===== src/rtl/riscv_pipe_ctrl_if.sv =====
// riscv_pipe_ctrl_if: hazard/sequencing bus between the pipeline datapath and riscv_pipe_ctrl
//   decode/execute status in : rs1addr_d, rs2addr_d, rdaddr_e, resultsrc_e, pcsrc_e, mstart_e, dstart_e
//   register controls out     : stall_f, stall_d, stall_e, flush_d, flush_e, flush_m
//   mul/div status out        : mdvalid, busy
//   performance out           : stallcnt
//   master = datapath side, slave = controller side
interface riscv_pipe_ctrl_if;
    logic [4:0]  rs1addr_d;
    logic [4:0]  rs2addr_d;
    logic [4:0]  rdaddr_e;
    logic [1:0]  resultsrc_e;
    logic        pcsrc_e;
    logic        mstart_e;
    logic        dstart_e;
    logic        stall_f;
    logic        stall_d;
    logic        stall_e;
    logic        flush_d;
    logic        flush_e;
    logic        flush_m;
    logic        mdvalid;
    logic        busy;
    logic [31:0] stallcnt;

    modport master (
        output rs1addr_d, rs2addr_d, rdaddr_e, resultsrc_e, pcsrc_e, mstart_e, dstart_e,
        input  stall_f, stall_d, stall_e, flush_d, flush_e, flush_m, mdvalid, busy, stallcnt
    );

    modport slave (
        input  rs1addr_d, rs2addr_d, rdaddr_e, resultsrc_e, pcsrc_e, mstart_e, dstart_e,
        output stall_f, stall_d, stall_e, flush_d, flush_e, flush_m, mdvalid, busy, stallcnt
    );
endinterface


===== src/rtl/riscv_pipe_ctrl.sv =====
// riscv_pipe_ctrl: stall/flush controller for the FD/DE/EM pipeline registers
//   i_riscv_pctrl_clk : clock, rising edge
//   i_riscv_pctrl_rst : asynchronous reset, active-high
//   bus (slave)       : decode/execute hazard inputs, stall/flush/mdvalid/busy/stallcnt outputs
//   Handles load-use bubbles, branch redirects and multi-cycle MUL/DIV holds in execute.
//   Optional stall-cycle counter enabled by defining RISCV_PCTRL_PERF_EN.
module riscv_pipe_ctrl #(
    parameter int         MUL_LATENCY = 4,
    parameter int         DIV_LATENCY = 34,
    parameter logic [1:0] LOAD_SRC    = 2'b01
) (
    input logic               i_riscv_pctrl_clk,
    input logic               i_riscv_pctrl_rst,
    riscv_pipe_ctrl_if.slave  bus
);
    localparam int MAXL = (MUL_LATENCY > DIV_LATENCY) ? MUL_LATENCY : DIV_LATENCY;
    localparam int CW   = $clog2(MAXL + 1);

    localparam logic [1:0] IDLE = 2'd0;
    localparam logic [1:0] BUSY = 2'd1;
    localparam logic [1:0] DONE = 2'd2;

    logic [1:0]    state, state_n;
    logic [CW-1:0] cnt, cnt_n;
    logic          rst, start, seq, load_use, stall_f;

    assign rst = i_riscv_pctrl_rst;

    // A start is only recognised in IDLE; the same op stays in E through BUSY/DONE.
    assign start    = state == IDLE && (bus.mstart_e || bus.dstart_e);
    assign seq      = start || state == BUSY;
    // Load-use is not evaluated while a sequence is holding the front end.
    assign load_use = state != BUSY && bus.resultsrc_e == LOAD_SRC && bus.rdaddr_e != 5'd0 &&
                      (bus.rdaddr_e == bus.rs1addr_d || bus.rdaddr_e == bus.rs2addr_d);

    // Outputs gated by rst so the reset values hold even while inputs are active.
    assign stall_f     = !rst && (seq || (!bus.pcsrc_e && load_use));
    assign bus.stall_f = stall_f;
    assign bus.stall_d = stall_f;
    assign bus.stall_e = !rst && seq;
    assign bus.flush_d = rst || (!seq && bus.pcsrc_e);
    assign bus.flush_e = rst || (!seq && (bus.pcsrc_e || load_use));
    assign bus.flush_m = rst || seq;
    assign bus.mdvalid = !rst && state == DONE;
    assign bus.busy    = !rst && seq;

    always_comb begin
        state_n = state == BUSY ? (cnt <= CW'(1) ? DONE : BUSY) : (start ? BUSY : IDLE);
        cnt_n   = start ? (bus.dstart_e ? CW'(DIV_LATENCY - 1) : CW'(MUL_LATENCY - 1)) :
                  (state == BUSY && cnt > CW'(1)) ? cnt - CW'(1) : cnt;
    end

    always_ff @(posedge i_riscv_pctrl_clk or posedge i_riscv_pctrl_rst) begin
        if (i_riscv_pctrl_rst) begin
            state <= IDLE;
            cnt   <= '0;
        end else begin
            state <= state_n;
            cnt   <= cnt_n;
        end
    end

`ifdef RISCV_PCTRL_PERF_EN
    logic [31:0] perf_q;

    always_ff @(posedge i_riscv_pctrl_clk or posedge i_riscv_pctrl_rst) begin
        if (i_riscv_pctrl_rst)
            perf_q <= '0;
        else if (stall_f && perf_q != '1)
            perf_q <= perf_q + 32'd1;
    end

    assign bus.stallcnt = perf_q;
`else
    assign bus.stallcnt = 32'd0;
`endif
endmodule


===== src/flat_wrapper.sv =====
// flat-port wrapper written by rule: the top's interface ports become plain ports
module riscv_pipe_ctrl_flat 
#(
    parameter int         MUL_LATENCY = 4,
    parameter int         DIV_LATENCY = 34,
    parameter logic [1:0] LOAD_SRC    = 2'b01
)
  (i_riscv_pctrl_clk, i_riscv_pctrl_rst, bus_rs1addr_d, bus_rs2addr_d, bus_rdaddr_e, bus_resultsrc_e, bus_pcsrc_e, bus_mstart_e, bus_dstart_e, bus_stall_f, bus_stall_d, bus_stall_e, bus_flush_d, bus_flush_e, bus_flush_m, bus_mdvalid, bus_busy, bus_stallcnt);
  riscv_pipe_ctrl_if bus_i ();
  input logic i_riscv_pctrl_clk;
  input logic i_riscv_pctrl_rst;
  input wire logic [$bits(bus_i.rs1addr_d)-1:0] bus_rs1addr_d;
  input wire logic [$bits(bus_i.rs2addr_d)-1:0] bus_rs2addr_d;
  input wire logic [$bits(bus_i.rdaddr_e)-1:0] bus_rdaddr_e;
  input wire logic [$bits(bus_i.resultsrc_e)-1:0] bus_resultsrc_e;
  input wire logic [$bits(bus_i.pcsrc_e)-1:0] bus_pcsrc_e;
  input wire logic [$bits(bus_i.mstart_e)-1:0] bus_mstart_e;
  input wire logic [$bits(bus_i.dstart_e)-1:0] bus_dstart_e;
  output wire logic [$bits(bus_i.stall_f)-1:0] bus_stall_f;
  output wire logic [$bits(bus_i.stall_d)-1:0] bus_stall_d;
  output wire logic [$bits(bus_i.stall_e)-1:0] bus_stall_e;
  output wire logic [$bits(bus_i.flush_d)-1:0] bus_flush_d;
  output wire logic [$bits(bus_i.flush_e)-1:0] bus_flush_e;
  output wire logic [$bits(bus_i.flush_m)-1:0] bus_flush_m;
  output wire logic [$bits(bus_i.mdvalid)-1:0] bus_mdvalid;
  output wire logic [$bits(bus_i.busy)-1:0] bus_busy;
  output wire logic [$bits(bus_i.stallcnt)-1:0] bus_stallcnt;
  assign bus_i.rs1addr_d = bus_rs1addr_d;
  assign bus_i.rs2addr_d = bus_rs2addr_d;
  assign bus_i.rdaddr_e = bus_rdaddr_e;
  assign bus_i.resultsrc_e = bus_resultsrc_e;
  assign bus_i.pcsrc_e = bus_pcsrc_e;
  assign bus_i.mstart_e = bus_mstart_e;
  assign bus_i.dstart_e = bus_dstart_e;
  assign bus_stall_f = bus_i.stall_f;
  assign bus_stall_d = bus_i.stall_d;
  assign bus_stall_e = bus_i.stall_e;
  assign bus_flush_d = bus_i.flush_d;
  assign bus_flush_e = bus_i.flush_e;
  assign bus_flush_m = bus_i.flush_m;
  assign bus_mdvalid = bus_i.mdvalid;
  assign bus_busy = bus_i.busy;
  assign bus_stallcnt = bus_i.stallcnt;
  riscv_pipe_ctrl #(.MUL_LATENCY(MUL_LATENCY), .DIV_LATENCY(DIV_LATENCY), .LOAD_SRC(LOAD_SRC)) u_core (.i_riscv_pctrl_clk(i_riscv_pctrl_clk), .i_riscv_pctrl_rst(i_riscv_pctrl_rst), .bus(bus_i));
endmodule

===== config.mk =====
export PLATFORM = sky130hd
export DESIGN_NAME = riscv_pipe_ctrl_flat
export DESIGN_NICKNAME = d
export VERILOG_FILES = /design/src/rtl/riscv_pipe_ctrl_if.sv /design/src/rtl/riscv_pipe_ctrl.sv /design/src/flat_wrapper.sv
export SDC_FILE = /design/constraint.sdc
export NUM_CORES = 1
export LEC_CHECK = 0
export ABC_AREA = 1
export CAP_MARGIN = 30
export CORE_MARGIN = 1.5
export CORE_UTILIZATION = 59
export DETAILED_ROUTE_END_ITERATION = 16
export DONT_BUFFER_PORTS = 1
export PLACE_DENSITY_LB_ADDON = 0.3
export RECOVER_POWER = 25
export SLEW_MARGIN = 20
export SYNTH_ARGS = -nofsm -noshare
export SYNTH_HDL_FRONTEND = slang
export SYNTH_SLANG_ARGS = --single-unit
export TNS_END_PERCENT = 1

===== constraint.sdc =====
create_clock -name i_riscv_pctrl_clk -period 2.3 [get_ports i_riscv_pctrl_clk]
set_input_delay 0.345 -clock i_riscv_pctrl_clk [delete_from_list [all_inputs] [get_ports i_riscv_pctrl_clk]]
set_output_delay 0.345 -clock i_riscv_pctrl_clk [all_outputs]
set_load 0.03 [all_outputs]

==> impl_results.rst <==
.. list-table::
   :header-rows: 1

   * - Metric
     - Value
   * - Final Max Tran Viols
     - 0
   * - Gpl congestion
     - 0.859
   * - IR drop worst, VDD
     - 0.000245 V
   * - Setup repair after global routing missed its margin
     - false
   * - Die ar.
     - 0.00193 mm²
   * - Worst endpoint data arrival time
     - 1.66 ns
   * - Hold_buf cts
     - 1
   * - Start point of the critical path
     - i_riscv_pctrl_rst
   * - Placeable core region
     - 0.00154 mm²
   * - Count of H-tree levels built during CTS
     - 1
   * - CTS clk-pin slew, worst paths
     - 0.05 ns
   * - Count of cells resized by post-cts repair
     - 0
   * - Most common library cell in the layout ignoring fill and taps
     - sky130_fd_sc_hd__nand2_1
   * - Register-to-register setup slack
     - 0.83 ns
   * - Number of diodes added for antenna fixing
     - 0
   * - TritonCTS clock tree
     - done
   * - Highest-count cells in the layout ignoring fill and taps
     - sky130_fd_sc_hd__nand2_1 (33), sky130_fd_sc_hd__conb_1 (32), sky130_fd_sc_hd__nor2_1 (18), sky130_fd_sc_hd__inv_1 (13), sky130_fd_sc_hd__inv_2 (9)
   * - Pwr per Cell Area
     - 395 mW/mm²
   * - Required time of the critical path
     - 1.96 ns
   * - Number of buffers created by CTS
     - 3
   * - Total I/O pin count
     - 62
   * - Iteration count of the initial detailed-routing pass
     - 4
   * - Biggest fanout along the worst timing path
     - 11
   * - Number of storage elements in the synthesis netlist
     - 8
   * - Rows
     - 14
   * - Power after layout
     - 0.367 mW
   * - Clock latency of the later-clocked register in the worst-skew pair
     - 0.25 ns
   * - Total via count in the routed design
     - 769
   * - Maximum number of pins on one net before global-route repair
     - 12
   * - RR Endpoint
     - u_core.cnt[2]$_DFFE_PP0P_
   * - Final core utilization
     - 0.603
   * - Hold WS
     - 0.277 ns
   * - Fraction of the yosys area taken by sequential cells
     - 0.203
   * - Detailed-route vias per instance
     - 4.50
   * - Initial antenna violation count
     - 0
   * - Clock period minus final worst setup slack
     - 2.01 ns
   * - Post-Route Skew
     - 0.00172 ns
   * - Area grow syn2layout
     - -5.71%
   * - Max-slew headroom at the worst pin
     - 0.575
   * - Detailed router's first-iteration violation count
     - 7
   * - Final antenna-violating net count
     - 0
   * - Slew at the pin with the worst max-slew slack
     - 0.636 ns
   * - Layout Nets
     - 181
   * - Element type at the critical path end
     - output port
   * - Summed instance area of the synthesized netlist
     - 986 µm²
   * - Crit path to
     - bus_stall_d
   * - Total global-route track usage
     - 0.193
   * - Setup TNS Final
     - 0 ns
   * - Library cells used by synthesis
     - 25
   * - Final routed DRC violation total
     - 0
   * - Routed Wire Length
     - 1560 µm
   * - Number of port buffers
     - 0
   * - Kind of start point of the critical path
     - input pin
   * - Avg Inst Size Synth
     - 6.57 µm²
   * - Hold Violations, Final
     - 0
   * - Count of clock tree sinks
     - 8
   * - Avg WL per Cell
     - 9.11 µm
   * - Maximum clock frequency
     - 0.498 GHz
   * - R2r startpoint
     - u_core.cnt[0]$_DFFE_PP0P_
   * - Final setup violation count
     - 0
   * - Estimated wirelength of the detail-placed design
     - 1310 µm
   * - Root Buffer Master
     - sky130_fd_sc_hd__clkbuf_4
   * - Initial core utilization
     - 0.640
   * - Share of layout cells above drive strength 1
     - 0.174
   * - WHS Path Cells
     - 2
   * - Kind of critical path
     - input pin to output port
   * - Number of global-route vias before repair
     - 693
   * - First-pass GRT wire length
     - 2710 µm
   * - Post-route clock period utilization
     - 0.873
   * - Number of max-cap violations
     - 0
   * - Type of the worst min-delay path
     - input pin to flip-flop
   * - Number of instances in the synthesized netlist
     - 150
   * - Die Y-Extent
     - 43.9 µm
   * - Remaining Overflow, GRT
     - 0
   * - Number of buffers inserted to repair setup after CTS
     - 0
   * - Worst Reg-to-Reg Cells
     - 8
   * - Status
     - completed
   * - Total of warnings raised by yosys
     - 0
   * - Width of the chip
     - 43.9 µm
   * - Leak pwr
     - 0.558 nW
   * - Maximum buffer depth of the clock tree
     - 2
[worst max-delay path, stage by stage]
cell and delay (ns):
sky130_fd_sc_hd__dlygate4sd3_1 0.54, sky130_fd_sc_hd__inv_1 0.31, sky130_fd_sc_hd__nand2_1 0.09, sky130_fd_sc_hd__o21bai_1 0.14, sky130_fd_sc_hd__buf_4 0.23
[stage by stage]
stage / setup slack, ns / area, µm² / std cells
after floorplan: 0.248 / 1100 / 181
after global placement: 0.655 / 897 / 167
after detailed placement: 0.619 / 897 / 167
after CTS: 0.276 / 930 / 171
after global routing: 0.168 / 930 / 171
final: 0.293 / 930 / 171
[cell families after synthesis]
kind of cell               count (synthesis)  synth area share
and+or+nand+nor                           69             0.310
buffers and inverters                     57             0.346
AOI/OAI and AO/OA                          9            0.0761
DFF                                        8             0.203
xor gates and xnor gates                   4            0.0355
adders and majority gates                  2            0.0254
other                                      1           0.00380
[per-layer routing]
metal / part of all wire / wire (µm) / GRT usage / vias to the layer above
li1: - / - / - / 394
met1: 0.40 / 627 / 0.204 / 327
met2: 0.48 / 745 / 0.318 / 43
met3: 0.10 / 162 / 0.0917 / 5
met4: 0.014 / 22 / 0.0970 / 0
met5: 0 / 0 / 0 / -
[worst min path at each step]
stage / from / to
6_report: bus_dstart_e / u_core.cnt[5]$_DFFE_PP0P_
5_1_grt: bus_dstart_e / u_core.cnt[5]$_DFFE_PP0P_
4_1_cts: bus_dstart_e / u_core.cnt[5]$_DFFE_PP0P_
3_5_place_dp: i_riscv_pctrl_rst / u_core.cnt[4]$_DFFE_PP0P_
3_3_place_gp: i_riscv_pctrl_rst / u_core.cnt[1]$_DFFE_PP0P_
2_1_floorplan: i_riscv_pctrl_rst / u_core.cnt[0]$_DFFE_PP0P_
[registers in the layout, indices dropped and copies added (netlist names)]
name	count
u_core.cnt	6
u_core.state	2
[Yosys cell counts (all sizes together)]
| cell | count | share of area |
|---|---|---|
| o31ai | 1 | 0.0076 |
| o211ai | 1 | 0.013 |
| a21oi | 1 | 0.0051 |
| nand2 | 37 | 0.16 |
| nor3b | 1 | 0.0076 |
| xnor2 | 3 | 0.027 |
| ha | 2 | 0.025 |
| nor2 | 22 | 0.094 |
| xor2 | 1 | 0.0089 |
| nor3 | 1 | 0.0051 |
| dfrtp | 8 | 0.20 |
| buf | 34 | 0.26 |
| clkinv | 1 | 0.0038 |
| nand3 | 7 | 0.036 |
| conb | 1 | 0.0038 |
| nand4 | 1 | 0.0063 |
| o21ai | 4 | 0.036 |
| o21bai | 2 | 0.015 |
| inv | 22 | 0.084 |
[final cells by class]
class	count	area, µm²
Timing Repair Buffer	5	40.0
Multi-Input combinational cell	116	561
Fill cell	144	612
Clock buffer	3	22.5
Inverter	23	86.3
Sequential cell	8	200
Tap cell	16	20.0
[power by group]
part | switching [mW] | total, mW | internal (mW) | leakage, nW
logic | 0.100 | 0.119 | 0.0188 | 0.441
registers | 0 | 0.141 | 0.141 | 0.103
clock network | 0.0472 | 0.107 | 0.0597 | 0.0138
Power figures use the tool's default switching activity.
